[src/rtl/wb_write_arbiter.sv]
// Writeback arbiter: shares the register file's two write ports among
// N_REQ result producers. Up to two results are granted per cycle in
// round-robin order, never two to the same nonzero physical register.
// Winners are registered onto the write ports and mirrored as wakeup tags.
//
// Handshake: a requester holds valid/addr/data stable until it sees
// ready; a result is accepted in the cycle where valid && ready are both
// high. Ready is a combinational function of the valid inputs and the
// round-robin pointer, and is forced low while reset is asserted.
module wb_write_arbiter #(
  parameter int N_REQ   = 4,   // 2..8 requesters
  parameter int P_REG_W = 7,   // physical register tag width (p_reg)
  parameter int WORD_W  = 32   // result data width (word)
) (
  input  logic                i_clk,
  input  logic                i_rst,
  input  logic                i_req_valid  [0:N_REQ-1],
  input  logic [P_REG_W-1:0]  i_req_addr   [0:N_REQ-1],
  input  logic [WORD_W-1:0]   i_req_data   [0:N_REQ-1],
  output logic                o_req_ready  [0:N_REQ-1],
  output logic                o_w_en       [0:1],
  output logic [P_REG_W-1:0]  o_w_addr     [0:1],
  output logic [WORD_W-1:0]   o_w_data     [0:1],
  output logic                o_wake_valid [0:1],
  output logic [P_REG_W-1:0]  o_wake_tag   [0:1],
  output logic [31:0]         o_stall_cnt
);

  localparam int PTR_W = $clog2(N_REQ);
  localparam int CNT_W = $clog2(N_REQ + 1);

  logic [PTR_W-1:0]   rr_ptr;
  logic [PTR_W-1:0]   rr_next;
  logic [31:0]        stall_cnt;

  logic               g0_hit, g1_hit;
  logic [P_REG_W-1:0] g0_addr, g1_addr;
  logic [WORD_W-1:0]  g0_data, g1_data;
  logic [CNT_W-1:0]   valid_cnt, grant_cnt;

  int                 scan_idx;
  int                 next_idx;
  logic [PTR_W-1:0]   sel;
  logic [PTR_W-1:0]   last_sel;

  // Round-robin scan: first valid wins slot 0, next non-colliding valid wins slot 1.
  always_comb begin
    for (int i = 0; i < N_REQ; i++) o_req_ready[i] = 1'b0;
    g0_hit    = 1'b0;
    g1_hit    = 1'b0;
    g0_addr   = '0;
    g1_addr   = '0;
    g0_data   = '0;
    g1_data   = '0;
    valid_cnt = '0;
    scan_idx  = 0;
    next_idx  = 0;
    sel       = '0;
    last_sel  = rr_ptr;
    for (int k = 0; k < N_REQ; k++) begin
      scan_idx = int'(rr_ptr) + k;
      if (scan_idx >= N_REQ) scan_idx = scan_idx - N_REQ;
      sel = PTR_W'(scan_idx);
      if (!i_rst && i_req_valid[sel]) begin
        valid_cnt = valid_cnt + CNT_W'(1);
        if (!g0_hit) begin
          g0_hit           = 1'b1;
          g0_addr          = i_req_addr[sel];
          g0_data          = i_req_data[sel];
          o_req_ready[sel] = 1'b1;
          last_sel         = sel;
        end else if (!g1_hit &&
                     ((i_req_addr[sel] != g0_addr) || (i_req_addr[sel] == '0))) begin
          // Address 0 is hardwired zero, so two writes to it cannot collide.
          g1_hit           = 1'b1;
          g1_addr          = i_req_addr[sel];
          g1_data          = i_req_data[sel];
          o_req_ready[sel] = 1'b1;
          last_sel         = sel;
        end
      end
    end
    grant_cnt = CNT_W'(g0_hit) + CNT_W'(g1_hit);
    next_idx  = int'(last_sel) + 1;
    if (next_idx >= N_REQ) next_idx = 0;
    rr_next   = PTR_W'(next_idx);
  end

  // Register the winners onto the write ports, advance the pointer, count stalls.
  always_ff @(posedge i_clk) begin
    if (i_rst) begin
      rr_ptr    <= '0;
      stall_cnt <= '0;
      for (int s = 0; s < 2; s++) begin
        o_w_en[s]   <= 1'b0;
        o_w_addr[s] <= '0;
        o_w_data[s] <= '0;
      end
    end else begin
      // A write to register 0 consumes the port but never enables it.
      o_w_en[0] <= g0_hit && (g0_addr != '0);
      o_w_en[1] <= g1_hit && (g1_addr != '0);
      if (g0_hit) begin
        o_w_addr[0] <= g0_addr;
        o_w_data[0] <= g0_data;
      end
      if (g1_hit) begin
        o_w_addr[1] <= g1_addr;
        o_w_data[1] <= g1_data;
      end
      if (g0_hit || g1_hit) rr_ptr <= rr_next;
      if ((valid_cnt > grant_cnt) && (stall_cnt != 32'hFFFF_FFFF))
        stall_cnt <= stall_cnt + 32'd1;
    end
  end

  // Wakeup tags mirror the registered write ports.
  always_comb begin
    for (int s = 0; s < 2; s++) begin
      o_wake_valid[s] = o_w_en[s];
      o_wake_tag[s]   = o_w_addr[s];
    end
  end

  assign o_stall_cnt = stall_cnt;

endmodule

[config.mk]
export PLATFORM = sky130hd
export DESIGN_NAME = wb_write_arbiter
export DESIGN_NICKNAME = d
export VERILOG_FILES = /design/src/rtl/wb_write_arbiter.sv
export SDC_FILE = /design/constraint.sdc
export NUM_CORES = 1
export LEC_CHECK = 0
export CAP_MARGIN = 20
export CELL_PAD_IN_SITES_DETAIL_PLACEMENT = 1
export CELL_PAD_IN_SITES_GLOBAL_PLACEMENT = 2
export CORE_AREA = 2 2 172 174
export DETAILED_ROUTE_END_ITERATION = 12
export DIE_AREA = 0 0 174 176
export DONT_BUFFER_PORTS = 1
export PLACE_DENSITY = 0.92
export SLEW_MARGIN = 20
export SYNTH_ARGS = -nofsm -noshare
export SYNTH_HDL_FRONTEND = slang
export SYNTH_SLANG_ARGS = --single-unit
[constraint.sdc]
create_clock -name i_clk -period 9.5 [get_ports i_clk]
set_clock_uncertainty 0.2 [all_clocks]
set_input_delay 1.9 -clock i_clk [delete_from_list [all_inputs] [get_ports i_clk]]
set_output_delay 1.9 -clock i_clk [all_outputs]
set_load 0.05 [all_outputs]
---- Word level (Yosys, flattened, before mapping) ----
Index checks and enable logic that the tools add are counted.
storage, ports and cells
  register bits ........................... 114
  logic and storage cells ................. 189
operators by class
  add/sub/neg operators ................... 13
  order comparisons ....................... 14
  equal/unequal tests ..................... 4
  multiplexer cells ....................... 118
  bitwise logic cells ..................... 7
  reductions and logical operators ........ 25
operators by type and width
  cell                                                number
  2-to-1 mux 32 bit                                   24
  binary-select mux 32 bit (select 2 bit)             4
  2-to-1 mux 7 bit                                    24
  binary-select mux 7 bit (select 2 bit)              4
  2-to-1 mux 4 bit                                    10
  adder 32 x 1 -> 32 bit, second input constant       1
  inequality test 32 bit, second input constant       1
  2-to-1 mux 2 bit                                    15
  2-to-1 mux 1 bit                                    26
  >= comparator 3 bit, second input constant          8
  zero test 7 bit                                     3
  inequality test 7 bit                               3
  nonzero test 7 bit                                  2
  logical AND 1 bit                                   13
  < comparator 3 x 1 -> 1 bit, second input constant  4
  inverter 2 -> 3 bit                                 4
  OR 4 bit                                            3
  adder 3 x 1 -> 3 bit, second input constant         3
  2-to-1 mux 3 bit                                    3
  binary-select mux 1 bit (select 2 bit)              4
  demux 1 bit (select 2 bit)                          4
  subtractor 2 x 1 -> 2 bit, second input constant    4
  adder 2 x 1 -> 3 bit, second input constant         2
  adder 2 x 2 -> 3 bit, second input constant         2
  5 further kinds                                     10

---- Depth between registers and ports, before layout ----
  word-level depth ........................ 26
  depth in mapped cells ................... 39

---- Worst setup path before layout ----
Ideal clock, no wire load.
  path kind ............................... reg2reg
  from .................................... reg rr_ptr[1]
  to ...................................... reg stall_cnt[27], in the netlist o_stall_cnt[27]
  setup time .............................. 0.070 ns
  data arrival time ....................... 7.649 ns
  data required time ...................... 9.230 ns
  slack ................................... 1.580 ns
  cell stages (with the launch flop) ...... 38
  path buffers ............................ 12
  cell sequence ........................... dfxtp_1 buf_6 buf_6 buf_4 buf_1 clkbuf_1 clkbuf_1 inv_1 ha_1 buf_2 or2_1 o22ai_1 buf_2 inv_2 ha_1 clkbuf_1 nor2b_1 and2_1 [2 not listed] or3_1 o211ai_1 a211oi_4 nor2_4 buf_4 nor3_4 ha_1 ha_1 nand2_1 o21ai_0 o21ai_1 o21ai_1 nor2_1 and3_1 buf_2 nand3_1 or3_1 a21oi_1
on the way
  word-level cells in the longest chain between the ends .. 26
  elaborated cells on any way between the ends .. 88
  classes of those cells .................. 11 x add/sub; 5 x order compare; 3 x eq/ne; 50 x mux; 4 x bitwise; 15 x reduce/logical
ends and longest elaborated chain
  what                                                                           RTL line  RTL
  start, declared                                                                32        logic [PTR_W-1:0] rr_ptr;
  start signal, assigned                                                         111       if (g0_hit || g1_hit) rr_ptr <= rr_next;
  parallel branches: the longest is 24 deep, another holds adder 2 x 1 -> 3 bit  --
  greater-than comparator 3 x 2 -> 1 bit *                                       112       if ((valid_cnt > grant_cnt) && (stall_cnt != 32'hFFFF_FFFF))
  logical AND 1 bit *                                                            112
  end signal, assigned                                                           113       stall_cnt <= stall_cnt + 32'd1;
  end, declared                                                                  34        logic [31:0] stall_cnt;
Every way passes the cells marked *. The select of a mux whose other input is x is not followed.
A chain may end at the register's enable or synchronous reset.

==> flow_summary_export.csv <==
group,metric,value,unit
clocking,cts.clk_slew.worst_paths,0.06,ns
clocking,clock_path_buffers,2,
synth,ys_warn_count,0,
synth,synth_ff_type,"dfxtp_1",
die,die_h,176,um
clocking,post-cts-setup-buffers,0,
die,num_io_pins,294,
synth,ys_types,74,
placement,place_congestion,0.8889,
hold_path,hold_path_class,"reg2reg",
synth,syn_area_per_cell,9.993,um2
synth,synthesis.area,0.01138,mm2
setup_path,critPathMaxStageDelay,0.69,ns
grt,grt_pass1_vias,10720,
synth,synth_cells,1139,
setup_path,crit_chain,"mux4_2, nand2_1, buf_4, inv_1, o311ai_0, o2111ai_1, nor4_4, nor3_4, o31a_1, nor2_1, nand2_1, nand2_1, buf_4",
clocking,root_buffer,"clkbuf_16",
power_and_ir_drop,power.total,4874,uW
grt,grt_max_degree,101,
setup_path,required,7.40,ns
sta,fmax,127.7,MHz
flow_run,drv_cap,0,
clocking,cts_tree,"done",
sta,rsz0062_at_grt,"no",
grt,grt_pass1_wl,61.76,mm
synth,ys_seq_elements,114,
finish,syn_to_final_growth,5.870,%
synth,syn_nets,1313,
clocking,cts-resized-gates,0,
power_and_ir_drop,leakage,0.004046,uW
setup_path,cp_max_fo,38,
power_and_ir_drop,powerDensity,404.5,mW/mm2
detailed_routing,postRouteAntennaNets,0,
clocking,cts_buffers,17,
setup_path,end_kind,"output port",
detailed_routing,dr.pass1.iters,7,
sta,tns,0,ns
sta,period_needed,7.831,ns
synth,async_flop_share,0,%
setup_path,crit_end,"o_req_ready[3]",
clocking,cts_hold_buffers,0,
setup_path,r2r-end,"o_stall_cnt[27]",
clocking,clkLatencyLatePin,0.42,ns
die,die_area,0.03062,mm2
setup_path,rr_startpoint,"rr_ptr[0]",
grt,antenna_found_initial,0,
setup_path,critPathArrivalTime,5.73,ns
detailed_routing,drtIter0Drc,836,
grt,grt.total_usage,25.54,%
die,num_rows,62,
sta,hold_viol,0,
detailed_routing,num_vias,10220,
sta,maxSlewHeadroom,24.61,%
die,start_util,39.87,%
die,die_w,174,um
synth,synth_edf_count,0,
setup_path,worst_path_max_delay_cell,"mux4_2",
placement,post-dp-hpwl,28.03,mm
detailed_routing,drcViolationCount,0,
synth,synth.yosys.seq_area_share,20.05,%
sta,maxSlewViolCount,0,
finish,drive_gt1_share,25.14,%
placement,io_buffer_count,0,
setup_path,r2r_cells,22,
clocking,cts_sinks,114,
detailed_routing,routed_wl,40.12,mm
power_and_ir_drop,peakVddDrop,0.0001832,V
sta,setup_viol,0,
finish,diodes,0,
outcome,outcome,"finished clean",
sta,tightest_slew,1.130,ns
setup_path,cp-startpoint,"i_req_valid[0]",
detailed_routing,routedWlPerCell,27.75,um
sta,finalCritPeriodShare,82.43,%
finish,final_nets,1223,
setup_path,path_class,"in2out",
clocking,htreeDepth,4,
die,core_area,0.02855,mm2
setup_path,critPathMostFrequentCell,"nand2_1",
setup_path,reg2reg_slack,2.04,ns
grt,gr-total-overflow,0,
detailed_routing,viasPerCell,7.071,
setup_path,cp-start-kind,"input port",
==> power by group <==
group          total (uW)  switching [uW]  leakage (uW)  internal [uW]
combinational        2660            1500       0.00281           1160
sequential           1520             877      0.000936            646
clock                 695             290      0.000299            405
==> sequential cells by signal, indices dropped and copies added, names as in the netlist <==
signal / count
o_w_en: 2
o_stall_cnt: 32
o_w_data: 64
o_w_addr: 14
rr_ptr: 2
==> worst min-delay path by stage <==
stage	startpoint	end	depth (start not counted)
floorplan	o_w_addr[0]	o_w_addr[0]	2
global placement	o_stall_cnt[28]	o_stall_cnt[28]	2
detailed placement	o_stall_cnt[28]	o_stall_cnt[28]	2
CTS	o_stall_cnt[28]	o_stall_cnt[28]	2
global route	o_stall_cnt[28]	o_stall_cnt[28]	2
finish	o_stall_cnt[28]	o_stall_cnt[28]	2
==> layer usage <==
metal	global-route usage, %	share of wire (%)	wire, um
met1	29.22	38	15190
met2	44.57	50	19920
met3	9.281	10	4049
met4	8.053	2.4	958
met5	0	0	0
==> worst max-delay path, delay by kind of cell <==
family,cells,cell delay [ns]
multiplexers,1,0.69
AND/OR/NAND/NOR,6,1.27
AO/OA/AOI/OAI,3,0.97
buffers and inverters,3,0.87
==> Yosys cell counts, types with 12 or more instances <==
library cell  count  share of area (%)
mux4_2          159                 31
nand2_1         116                3.8
dfxtp_1         114                 20
nor2_1           79                2.6
clkbuf_1         70                2.3
a211oi_1         42                2.8
o21ai_0          42                1.8
nand3_1          40                1.8
mux2i_1          35                3.1
xor2_1           31                2.4
mux2_2           28                2.8
a21oi_1          26                1.1
a221oi_1         21                1.6
buf_4            21                1.4
and2_1           20                1.1
o2bb2ai_1        20                1.5
and3_1           18               0.99
buf_1            18               0.59
inv_1            16               0.53
nand4_1          16               0.88
a222oi_1         13                1.1
a31oi_1          13               0.71
ha_1             12                1.3
o22ai_1          12               0.66
xnor2_1          12               0.92
==> layout by cell type, fill, tap and decap left out, types with 21 or more instances in the layout <==
master    Yosys  layout
nor2_1       79      78
a211oi_1     42      42
a221oi_1     21      21
mux2i_1      35      35
nand2_1     116     115
mux4_2      159     159
mux2_2       28      28
dfxtp_1     114     112
xor2_1       31      31
a21oi_1      26      25
o21ai_0      42      42
nand3_1      40      40
==> area by class of cell <==
class                           count  area (um2)
Sequential cell                   114        2290
Inverter                           18       67.56
Fill cell                        3200       16500
Multi-Input combinational cell    879        8453
Tap cell                          384       480.5
Clock inverter                     14       170.2
Timing Repair Buffer               19       150.1
Clock buffer                       18       439.2
==> metrics by stage <==
stage | util, % | worst slack [ns] | hold WS (ns) | cell area [um2] | cells
floorplan | - | 1.580 | 0.4816 | 11380 | 1139
global placement | 40.05 | 1.543 | 0.5482 | 11430 | 1414
detailed placement | 40.05 | 1.271 | 0.5686 | 11430 | 1414
CTS | 42.19 | 1.691 | 0.5788 | 12040 | 1446
global route | 42.21 | 1.124 | 0.6030 | 12050 | 1446
finish | 42.21 | 1.669 | 0.5797 | 12050 | 1446
==> kinds of logic after synthesis <==
group                    after synthesis  share of synthesized area (%)
multiplexers                         224                          37.57
XOR/XNOR                              43                          3.309
AO/OA/AOI/OAI                        253                          16.51
AND/OR/NAND/NOR                      347                          15.08
adder cells (fa/ha/maj)               12                          1.319
buffers and inverters                146                          6.156
flip-flops                           114                          20.05
Note: power is estimated with default switching activity, not from simulation.
==> RTL change (same flow settings) <==
`N_REQ`: 4 -> 8.
--- a/src/rtl/wb_write_arbiter.sv
+++ b/src/rtl/wb_write_arbiter.sv
@@ -8,7 +8,7 @@
 // high. Ready is a combinational function of the valid inputs and the
 // round-robin pointer, and is forced low while reset is asserted.
 module wb_write_arbiter #(
-  parameter int N_REQ   = 4,   // 2..8 requesters
+  parameter int N_REQ   = 8,   // 2..8 requesters
   parameter int P_REG_W = 7,   // physical register tag width (p_reg)
   parameter int WORD_W  = 32   // result data width (word)
 ) (
Interface: changed (resized i_req_addr, i_req_data, i_req_valid and o_req_ready); port bits go from 294 to 458. The function was not compared with the original's and may differ.
==> RTL change against the unedited design <==
The run now fails in 3_1_place_gp_skip_io. Synthesized area up 110%.
==> RTL change: results (changes against the unedited design) <==
| Metric | Value |
|---|---|
| Flops & latches, synth | `115 (+0.88%)` |
| Post-Synthesis Cell Area | `0.0240 mm² (+110%)` |
| Fail Step | `3_1_place_gp_skip_io` |
| Post-Synthesis Net Count | `3139 (+140%)` |
| Netlist cell types | `91 (+23%)` |
| Stop err | `[ERROR GPL-0301] Utilization 145.301 % exceeds 100%.` |
| Synth top area cells | `mux4_2, dfxtp_1, mux2i_1` |
| Seq/Total Area, Yosys | `9.60% (-10 points)` |
| Synth cell count leaders | `nand2_1, mux4_2, mux2i_1` |
| Status | `stopped before the end` |
| Synthesized area per cell | `8.57 µm² (-14%)` |
| Post-synth top flop | `dfxtp_1` |
| Synth warn | `0 (unchanged)` |
| Async set or reset register ratio after synthesis | `0% (unchanged)` |
RTL change: changes by cell type after synthesis, moves of 45 or more:
| cell | unedited run | this run |
|---|---|---|
| buf_1 | 18 | 67 |
| clkbuf_1 | 70 | 152 |
| nand2_1 | 116 | 532 |
| nand3_1 | 40 | 85 |
| a21oi_1 | 26 | 86 |
| o211ai_1 | 1 | 80 |
| mux2i_1 | 35 | 228 |
| o21ai_0 | 42 | 94 |
| mux4_2 | 159 | 331 |
| nor3_1 | 10 | 78 |
| nor2_1 | 79 | 211 |
RTL change: kinds of logic after synthesis:
family	synth area share, %
and+or+nand+nor	19.2
muxes	43.8
AOI/OAI and AO/OA	17.9
buffers and inverters	5.77
DFF	9.60
xor gates and xnor gates	2.70
adders and majority gates	0.992
